[config.mk]
export PLATFORM = sky130hd
export DESIGN_NAME = lsu_mem_port
export DESIGN_NICKNAME = d
export VERILOG_FILES = /design/src/rtl/lsu_mem_port.sv
export SDC_FILE = /design/constraint.sdc
export NUM_CORES = 1
export LEC_CHECK = 0
export ABC_AREA = 1
export BUFFER_PORTS_ARGS = -buffer_cell sky130_fd_sc_hd__buf_2
export CAP_MARGIN = 5
export CORE_ASPECT_RATIO = 1.75
export CORE_MARGIN = 8
export CORE_UTILIZATION = 43
export DETAILED_ROUTE_END_ITERATION = 10
export PLACE_DENSITY = 0.66
export REMOVE_ABC_BUFFERS = 1
export SLEW_MARGIN = 20
export SYNTH_ARGS = -nofsm -noshare
export SYNTH_HDL_FRONTEND = slang
export SYNTH_SLANG_ARGS = --single-unit
[constraint.sdc]
create_clock -name clk -period 1.9 [get_ports clk]
set_input_delay 0.38 -clock clk [delete_from_list [all_inputs] [get_ports clk]]
set_output_delay 0.38 -clock clk [all_outputs]
set_load 0.02 [all_outputs]
[src/rtl/lsu_mem_port.sv]
// lsu_mem_port: single-outstanding load/store port with byte lanes, load extension, timeout and error codes.
// Define LSU_MISALIGN_TRAP_EN to trap misaligned accesses; otherwise addresses are force-aligned to the access size.
module lsu_mem_port #(
  parameter int XLEN    = 64,
  parameter int ADDR_W  = 64,
  parameter int TIMEOUT = 255
) (
  input  logic              clk,
  input  logic              rst_n,
  input  logic              req_valid,
  output logic              req_ready,
  input  logic              req_wen,
  input  logic [1:0]        req_size,
  input  logic              req_unsigned,
  input  logic [ADDR_W-1:0] req_addr,
  input  logic [XLEN-1:0]   req_wdata,
  output logic              resp_valid,
  input  logic              resp_ready,
  output logic [XLEN-1:0]   resp_rdata,
  output logic [1:0]        resp_err,
  output logic              mem_req,
  output logic              mem_we,
  output logic [ADDR_W-1:0] mem_addr,
  output logic [XLEN/8-1:0] mem_wstrb,
  output logic [XLEN-1:0]   mem_wdata,
  input  logic              mem_ack,
  input  logic [XLEN-1:0]   mem_rdata
);
  localparam int NB    = XLEN / 8;
  localparam int OFF_W = $clog2(NB);
  localparam int SW    = $clog2(XLEN) + 1;
  typedef enum logic [1:0] {IDLE, MEM, RESP} state_t;
  state_t              state_q;
  logic                wen_q, uns_q;
  logic [1:0]          size_q, err_q;
  logic [OFF_W-1:0]    off_q;
  logic [ADDR_W-1:0]   addr_q;
  logic [NB-1:0]       strb_q;
  logic [XLEN-1:0]     wdata_q, rdata_q;
  logic [15:0]         cnt_q;
  logic [OFF_W-1:0]    amask, off_d;
  logic                mis, ill;
  logic [3:0]          nbytes;
  logic [15:0]         strb_full;
  logic [XLEN-1:0]     sh, tmp, zx, ext;
  logic signed [XLEN-1:0] sx;
  logic [SW-1:0]       lsh;
  assign req_ready  = state_q == IDLE;
  assign mem_req    = state_q == MEM;
  assign resp_valid = state_q == RESP;
  assign mem_we     = mem_req & wen_q;
  assign mem_addr   = addr_q;
  assign mem_wstrb  = strb_q;
  assign mem_wdata  = wdata_q;
  assign resp_rdata = rdata_q;
  assign resp_err   = err_q;
  always_comb begin
    amask     = OFF_W'((4'd1 << req_size) - 4'd1);
    ill       = (XLEN == 32) && (req_size == 2'd3);
`ifdef LSU_MISALIGN_TRAP_EN
    mis       = |(req_addr[OFF_W-1:0] & amask);
    off_d     = req_addr[OFF_W-1:0];
`else
    mis       = 1'b0;
    off_d     = req_addr[OFF_W-1:0] & ~amask;
`endif
    nbytes    = 4'd1 << req_size;
    strb_full = ((16'd1 << nbytes) - 16'd1) << off_d;
    // Move the addressed lane to bit 0, then sign/zero-extend via a left/right shift pair.
    sh        = mem_rdata >> {off_q, 3'b000};
    lsh       = SW'(XLEN - (8 << size_q));
    tmp       = sh << lsh;
    zx        = tmp >> lsh;
    sx        = $signed(tmp) >>> lsh;
    ext       = uns_q ? zx : sx;
  end
  always_ff @(posedge clk or negedge rst_n) begin
    if (!rst_n) begin
      state_q <= IDLE;
      wen_q   <= 1'b0;
      uns_q   <= 1'b0;
      size_q  <= '0;
      err_q   <= '0;
      off_q   <= '0;
      addr_q  <= '0;
      strb_q  <= '0;
      wdata_q <= '0;
      rdata_q <= '0;
      cnt_q   <= '0;
    end else begin
      case (state_q)
        IDLE: if (req_valid) begin
          wen_q   <= req_wen;
          uns_q   <= req_unsigned;
          size_q  <= req_size;
          off_q   <= off_d;
          addr_q  <= {req_addr[ADDR_W-1:OFF_W], OFF_W'(0)};
          strb_q  <= req_wen ? strb_full[NB-1:0] : '0;
          wdata_q <= req_wdata << {off_d, 3'b000};
          rdata_q <= '0;
          cnt_q   <= '0;
          err_q   <= ill ? 2'd3 : mis ? 2'd1 : 2'd0;
          state_q <= (ill | mis) ? RESP : MEM;
        end
        MEM: if (mem_ack) begin
          rdata_q <= wen_q ? '0 : ext;
          err_q   <= 2'd0;
          state_q <= RESP;
        end else if (cnt_q == 16'(TIMEOUT - 1)) begin
          rdata_q <= '0;
          err_q   <= 2'd2;
          state_q <= RESP;
        end else begin
          cnt_q   <= cnt_q + 16'd1;
        end
        RESP: if (resp_ready) state_q <= IDLE;
        default: state_q <= IDLE;
      endcase
    end
  end
endmodule

==> results.py, run 1 <==
metrics = {
    "clock_tree": {
        "clk_path_buf_depth": 3,
        "cts-root-buf": "clkbuf_16",
        "path_clk_slew_ns": 0.06,
        "clkLatencyLatePin_ns": 0.54,
        "h-tree-depth": 1,
        "tritoncts": "done",
        "clock_sinks": 223,
        "numCtsBuffers": 23,
    },
    "setup_path": {
        "path_max_fanout": 2,
        "cpMostUsedCell": "buf_6",
        "critPathRequiredTime_ns": 1.52,
        "worst_path_max_delay_cell": "dfrtp_1",
        "slowest_delay_ns": 0.39,
        "path_cells": "nor2_2 -> buf_6 -> inv_2 -> buf_6 -> nor2_4 -> buf_6",
        "crit_arrival_ns": 1.55,
        "crit_type": "reg -> out",
        "end_kind": "primary output",
        "reg2reg_depth": 12,
        "cp-start-kind": "flip-flop",
    },
    "min_path": {
        "hold_depth": 2,
        "min-delay-path-class": "in -> reg",
    },
    "global_routing": {
        "antenna_found_initial": 2,
        "grt_usage": 0.281,
        "grtUsageMet1": 0.297,
        "grt_pass1_wl_um": 81500,
        "use_met2": 0.505,
        "grt-busiest-layer": "met2",
        "use_met3": 0.0567,
        "grt_pass1_vias": 14900,
        "overflow": 0,
        "grt_max_degree": 67,
    },
    "timing": {
        "maxSlewViolCount": 0,
        "tns_ns": -0.0421,
        "worst_slew_pin_slew_ns": 0.542,
        "maxSlewHeadroom": 0.638,
        "clock_skew_ns": 0.0225,
        "rsz0062_at_grt": "yes",
        "period_share": 1.01,
        "fmax_mhz": 519,
        "finalSetupViolCount": 2,
        "fin_crit_ns": 1.93,
        "setup_ws_ns": -0.0265,
        "final-hold-violation-count": 0,
    },
    "synthesis": {
        "seq_area_frac_synth": 0.421,
        "synthTopCellsByArea": "dfrtp_1 42%, nand2_1 22%, nand3_1 8.8%",
        "yosys_warnings": 0,
        "synth.distinct_cells": 53,
        "syn_inst": 1875,
        "netlist.area_leader.share": 0.421,
        "async_flop_share": 1.00,
        "synth_ff_type": "dfrtp_1",
        "synth-edff-count": 0,
        "synth.avg_cell_area_um2": 7.07,
        "yosysTopAreaCell": "dfrtp_1",
        "syn_area_um2": 13200,
        "ys_ff_latch": 223,
    },
    "routing": {
        "first_pass_iters": 5,
        "drt-wirelength-per-cell_um": 19.5,
        "drtAntennaViolNets": 0,
        "drt_iter0_markers": 823,
        "routed-via-count": 14800,
        "vias_per_cell": 5.39,
        "drc": 0,
        "wl_um": 53700,
    },
    "power_and_ir_drop": {
        "ir_worst_vdd_v": 0.000986,
        "leakage_nw": 9.79,
        "power_density_nw_per_um2": 1730,
    },
    "placed_design": {
        "numPortBuffers": 402,
        "gp_congestion": 1.00,
        "hpwl_um": 40900,
        "placed_cell_area_um2": 16500,
        "dp_cells": 2701,
    },
    "final_layout": {
        "final_cell_mix": "764 x nand2_1, 399 x buf_2, 220 x dfrtp_1",
        "design_area_um2": 17800,
        "drive_above_1_share": 0.298,
        "final_common_cell": "nand2_1",
        "finalNonFillerCells": 2755,
        "areaGrowthSynthToFinish_pct": 34.0,
        "nets": 2552,
    },
    "die": {
        "num_io_pins": 407,
        "fp-row-count": 85,
        "core_um2": 30500,
        "initial_core_util": 0.434,
        "die_w_um": 149,
        "die_y_um": 248,
        "dieArea_um2": 36900,
    },
    "run_status": {
        "violations": "setup timing",
        "outcome": "complete, but fails checks",
    },
    "job": {
        "drv_cap": 0,
    },
}
[sequential cells by signal, summed over array words and instances (netlist names), 2 cells and up]
name / cells
mem_wdata: 64
off_q: 3
mem_addr: 61
mem_wstrb: 8
state_q: 2
size_q: 2
cnt_q: 16
resp_rdata: 64
[routing by layer]
metal / vias to the layer above / part of all wire
li1: 7094 / -
met1: 6877 / 0.35
met2: 704 / 0.51
met3: 166 / 0.079
met4: 0 / 0.067
met5: - / 0
[area by class of cell]
| type | instances | area [µm²] |
|---|---|---|
| fillers | 2939 | 12800 |
| multi-input cells | 1433 | 6900 |
| flip-flops and latches | 223 | 5580 |
| repair buffers | 567 | 3620 |
| clock buffers | 30 | 642 |
| well taps | 391 | 489 |
| inverters | 99 | 387 |
| clock inverters | 11 | 126 |
| diodes | 1 | 2.50 |
[synthesized netlist by cell type (3+ instances only)]
| cell | instances |
|---|---|
| buf_2 | 44 |
| buf_4 | 15 |
| nand3_1 | 234 |
| ha_1 | 4 |
| buf_8 | 3 |
| o21bai_1 | 7 |
| buf_1 | 13 |
| a21oi_1 | 16 |
| dfrtp_1 | 223 |
| o21ai_2 | 11 |
| inv_2 | 10 |
| inv_1 | 87 |
| o21a_1 | 6 |
| clkbuf_1 | 40 |
| nand4_1 | 14 |
| o22ai_1 | 8 |
| a22o_1 | 12 |
| o211ai_1 | 30 |
| o21ai_0 | 140 |
| a22oi_1 | 13 |
| mux2i_1 | 9 |
| nor2_1 | 76 |
| nor3_1 | 5 |
| a31oi_1 | 3 |
| nand2_1 | 775 |
| a21oi_2 | 4 |
| o221ai_1 | 6 |
| buf_6 | 7 |
| xor2_1 | 5 |
| nand2_2 | 5 |
| o31ai_1 | 8 |
| o21ai_1 | 12 |
| a21o_1 | 4 |
[critical path: cells and delay by family, from the launching register on]
kind	cells	cell delay (ns)
DFF	1	0.39
buffers and inverters	4	0.39
and+or+nand+nor	2	0.22
[path summary, 6_finish.rpt]
check                      slack, ns         start              to
max                            -0.03    state_q[1]          mem_we
min                             0.03    resp_ready      state_q[1]
max reg2reg                     0.02      off_q[0]  resp_rdata[43]
min reg2reg                     0.47  mem_addr[56]    mem_addr[56]
max in group asynchronous       0.87         rst_n     mem_addr[7]
min in group asynchronous       0.35         rst_n  resp_rdata[18]
[power breakdown]
part | internal (mW) | leakage (nW) | switching [mW] | total, mW
clock network | 2.67 | 0.377 | 2.04 | 4.71
registers | 6.79 | 2.89 | 1.19 | 7.98
logic | 6.33 | 6.52 | 11.7 | 18.0
total | 15.8 | 9.79 | 14.9 | 30.7
[per-stage QoR]
stage | utilization | power [mW] | hold WS, ns | setup slack (ns)
final | 0.582 | 30.7 | 0.0273 | -0.0265
after global routing | 0.582 | 32.7 | 0.0260 | -0.0980
after CTS | 0.569 | 30.2 | 0.00181 | -0.0823
after detailed placement | 0.541 | 25.1 | 0.300 | -0.0577
after global placement | 0.541 | 25.0 | 0.296 | -0.0861
after floorplan | - | 17.6 | 0.0844 | -3.89
[cell families (layout without fill, tap and decap cells)]
group | Yosys count | in the layout | synth area share
AND/OR/NAND/NOR | 1126 | 1126 | 0.354
AO/OA/AOI/OAI | 284 | 284 | 0.132
flip-flops | 223 | 223 | 0.421
buffers and inverters | 222 | 707 | 0.0781
multiplexers | 9 | 9 | 0.00680
XOR/XNOR | 6 | 6 | 0.00397
adder cells (fa/ha/maj) | 4 | 4 | 0.00378
other | 1 | 5 | 0.000283
[what timing repair did]
| item | CTS | global route |
|---|---|---|
| endpoints found under the hold margin | 33 | 0 |
| hold buffers | 1 | 0 |
| pin swaps | 2 | 5 |
| cloned | 0 | 3 |
| resized for setup | 15 | 75 |
| endpoints found under the setup margin | 4 | 57 |
| setup buffers | 7 | 2 |
(Power assumes the default switching activity.)
==> inputs of run 2 (changes only) <==
--- a/config.mk
+++ b/config.mk
@@ -10,9 +10,9 @@
 export CAP_MARGIN = 5
 export CORE_ASPECT_RATIO = 1.75
 export CORE_MARGIN = 8
-export CORE_UTILIZATION = 43
+export CORE_UTILIZATION = 52
 export DETAILED_ROUTE_END_ITERATION = 10
-export PLACE_DENSITY = 0.66
+export PLACE_DENSITY = 0.78
 export REMOVE_ABC_BUFFERS = 1
 export SLEW_MARGIN = 20
 export SYNTH_ARGS = -nofsm -noshare
==> run 2 against run 1 <==
  * The run now ends clean
  * First-iteration DRC count is 43% higher
  * Clock power up 10%
  * Sequential cell count did not move
  * Total power up 0.88%
  * Global-route usage grew 4.4 points
  * Cell count down 3.3%
  * Setup slack better by 0.085 ns
  * Cell area fell by 1.1%
  * Non-clock buffer count fell by 19
  * Utilization rose by 12 points
  * Largest power group unchanged
==> results.py, run 2 (synthesis results as in run 1) <==
metrics = {
    "power_and_ir_drop": {
        "p_seq_frac": 0.262,
        "p_clk_frac": 0.167,
        "p_int_mw": 16.3,
        "power.share.switching": 0.474,
        "power_density_nw_per_um2": 1770,
        "leakage_nw": 9.71,
        "comb_power_share": 0.571,
        "ir_worst_vdd_v": 0.00115,
        "power.total_mw": 31.0,
        "p_switching_mw": 14.7,
    },
    "die": {
        "core_um2": 25100,
        "fp-row-count": 77,
        "num_io_pins": 407,
        "initial_core_util": 0.527,
        "die_y_um": 227,
        "dieArea_um2": 31000,
        "die_w_um": 137,
    },
    "setup_path": {
        "reg2reg_depth": 9,
        "critPathRequiredTime_ns": 2.36,
        "startpoint": "state_q[1]",
        "path_max_fanout": 15,
        "cp-start-kind": "flip-flop",
        "r2r-start": "state_q[1]",
        "crit_arrival_ns": 2.30,
        "end_kind": "flip-flop",
        "crit_type": "reg -> reg",
    },
    "global_routing": {
        "antenna_found_initial": 5,
        "grt_pass1_wl_um": 79700,
        "grt_usage": 0.325,
        "overflow": 0,
        "grt_max_degree": 72,
        "grt_pass1_vias": 15100,
    },
    "clock_tree": {
        "tritoncts": "done",
        "path_clk_slew_ns": 0.07,
        "cts-root-buf": "clkbuf_16",
        "numCtsBuffers": 22,
        "clk_path_buf_depth": 3,
        "clkLatencyLatePin_ns": 0.52,
        "clock_sinks": 223,
        "h-tree-depth": 1,
    },
    "placed_design": {
        "placed_cell_area_um2": 16300,
        "numPortBuffers": 402,
        "hpwl_um": 39200,
        "pre_cts_slack_ns": -0.0339,
        "gp_congestion": 1.05,
    },
    "final_layout": {
        "areaGrowthSynthToFinish_pct": 32.5,
        "design_area_um2": 17600,
        "drive_above_1_share": 0.289,
        "final_cell_mix": "762 x nand2_1, 399 x buf_2, 219 x dfrtp_1",
        "nets": 2533,
        "final_common_cell": "nand2_1",
    },
    "timing": {
        "clock_skew_ns": 0.0183,
        "period_share": 0.969,
        "tns_ns": 0,
        "rsz0062_at_grt": "yes",
        "finalSetupViolCount": 0,
        "fin_crit_ns": 1.84,
        "maxSlewHeadroom": 0.650,
        "maxSlewViolCount": 0,
        "setup_ws_ns": 0.0584,
        "fmax_mhz": 543,
        "final-hold-violation-count": 0,
        "worst_slew_pin_slew_ns": 0.525,
    },
    "routing": {
        "drt-wirelength-per-cell_um": 19.3,
        "routed-via-count": 15000,
        "drc": 0,
        "wl_um": 51400,
        "drtAntennaViolNets": 0,
        "drt_iter0_markers": 1177,
        "vias_per_cell": 5.65,
        "first_pass_iters": 6,
    },
    "min_path": {
        "min-delay-path-class": "in -> reg",
        "hold_depth": 2,
        "hp-start": "resp_ready",
    },
    "run_status": {
        "outcome": "completed",
    },
    "job": {
        "drv_cap": 0,
    },
}
==> run 2: path summary, 6_finish.rpt <==
path,end,slack [ns]
setup / recovery,resp_rdata[14],0.06
hold / removal,state_q[1],0.03
setup reg to reg,resp_rdata[14],0.06
hold reg to reg,resp_rdata[4],0.46
max in group asynchronous,mem_addr[51],0.82
min in group asynchronous,resp_rdata[29],0.39
==> run 2: per-layer routing <==
layer	vias up	routed length [µm]	part of all wire	global-route usage
met1	6941	17500	0.34	0.352
met4	2	3880	0.075	0.226
li1	7044	-	-	-
met3	200	4330	0.084	0.0621
met5	-	10	0.00019	0
met2	855	25700	0.50	0.560
==> run 2: timing repair <==
action,CTS,global route
buffers inserted,1,10
hold buffers,1,0
resized for setup,13,54
pin swaps,1,2
cloned,0,1
endpoints found under the setup margin,5,83
hold endpoints to repair,49,0
==> run 2: final cells by class <==
cell class                 count  area, µm²
fill                        2158       7590
multi-input combinational   1433       6860
sequential                   223       5590
timing repair buffer         548       3460
clock buffer                  31        646
tap                          316        395
inverter                      99        382
clock inverter                 8        215
antenna                        4       10.0
timing repair inverter         1       5.00
==> run 2: worst max-delay path, cell delays in order (launching register included) <==
cell	delay (ns)
dfrtp_1	0.41
nor2_4	0.14
buf_4	0.21
nand3_1	0.26
inv_1	0.15
buf_4	0.24
o21ai_0	0.14
inv_1	0.09
nand2_2	0.07
nand2_1	0.06
==> run 2: power groups by stage <==
stage	clock (mW)	sequential, mW	combinational, mW
after floorplan	0	10.6	6.94
after global placement	0	8.05	16.8
after detailed placement	0	8.09	17.0
after CTS	5.28	8.08	17.2
after global routing	5.42	8.32	19.2
final	5.19	8.11	17.7
==> run 2: stage by stage <==
step	utilization	cells	hold slack, ns
after global placement	0.650	2608	0.361
after CTS	0.686	2648	0.0138
after global routing	0.698	2663	0.0368
after floorplan	-	1755	0.0844
after detailed placement	0.650	2608	0.365
final	0.698	2663	0.0286
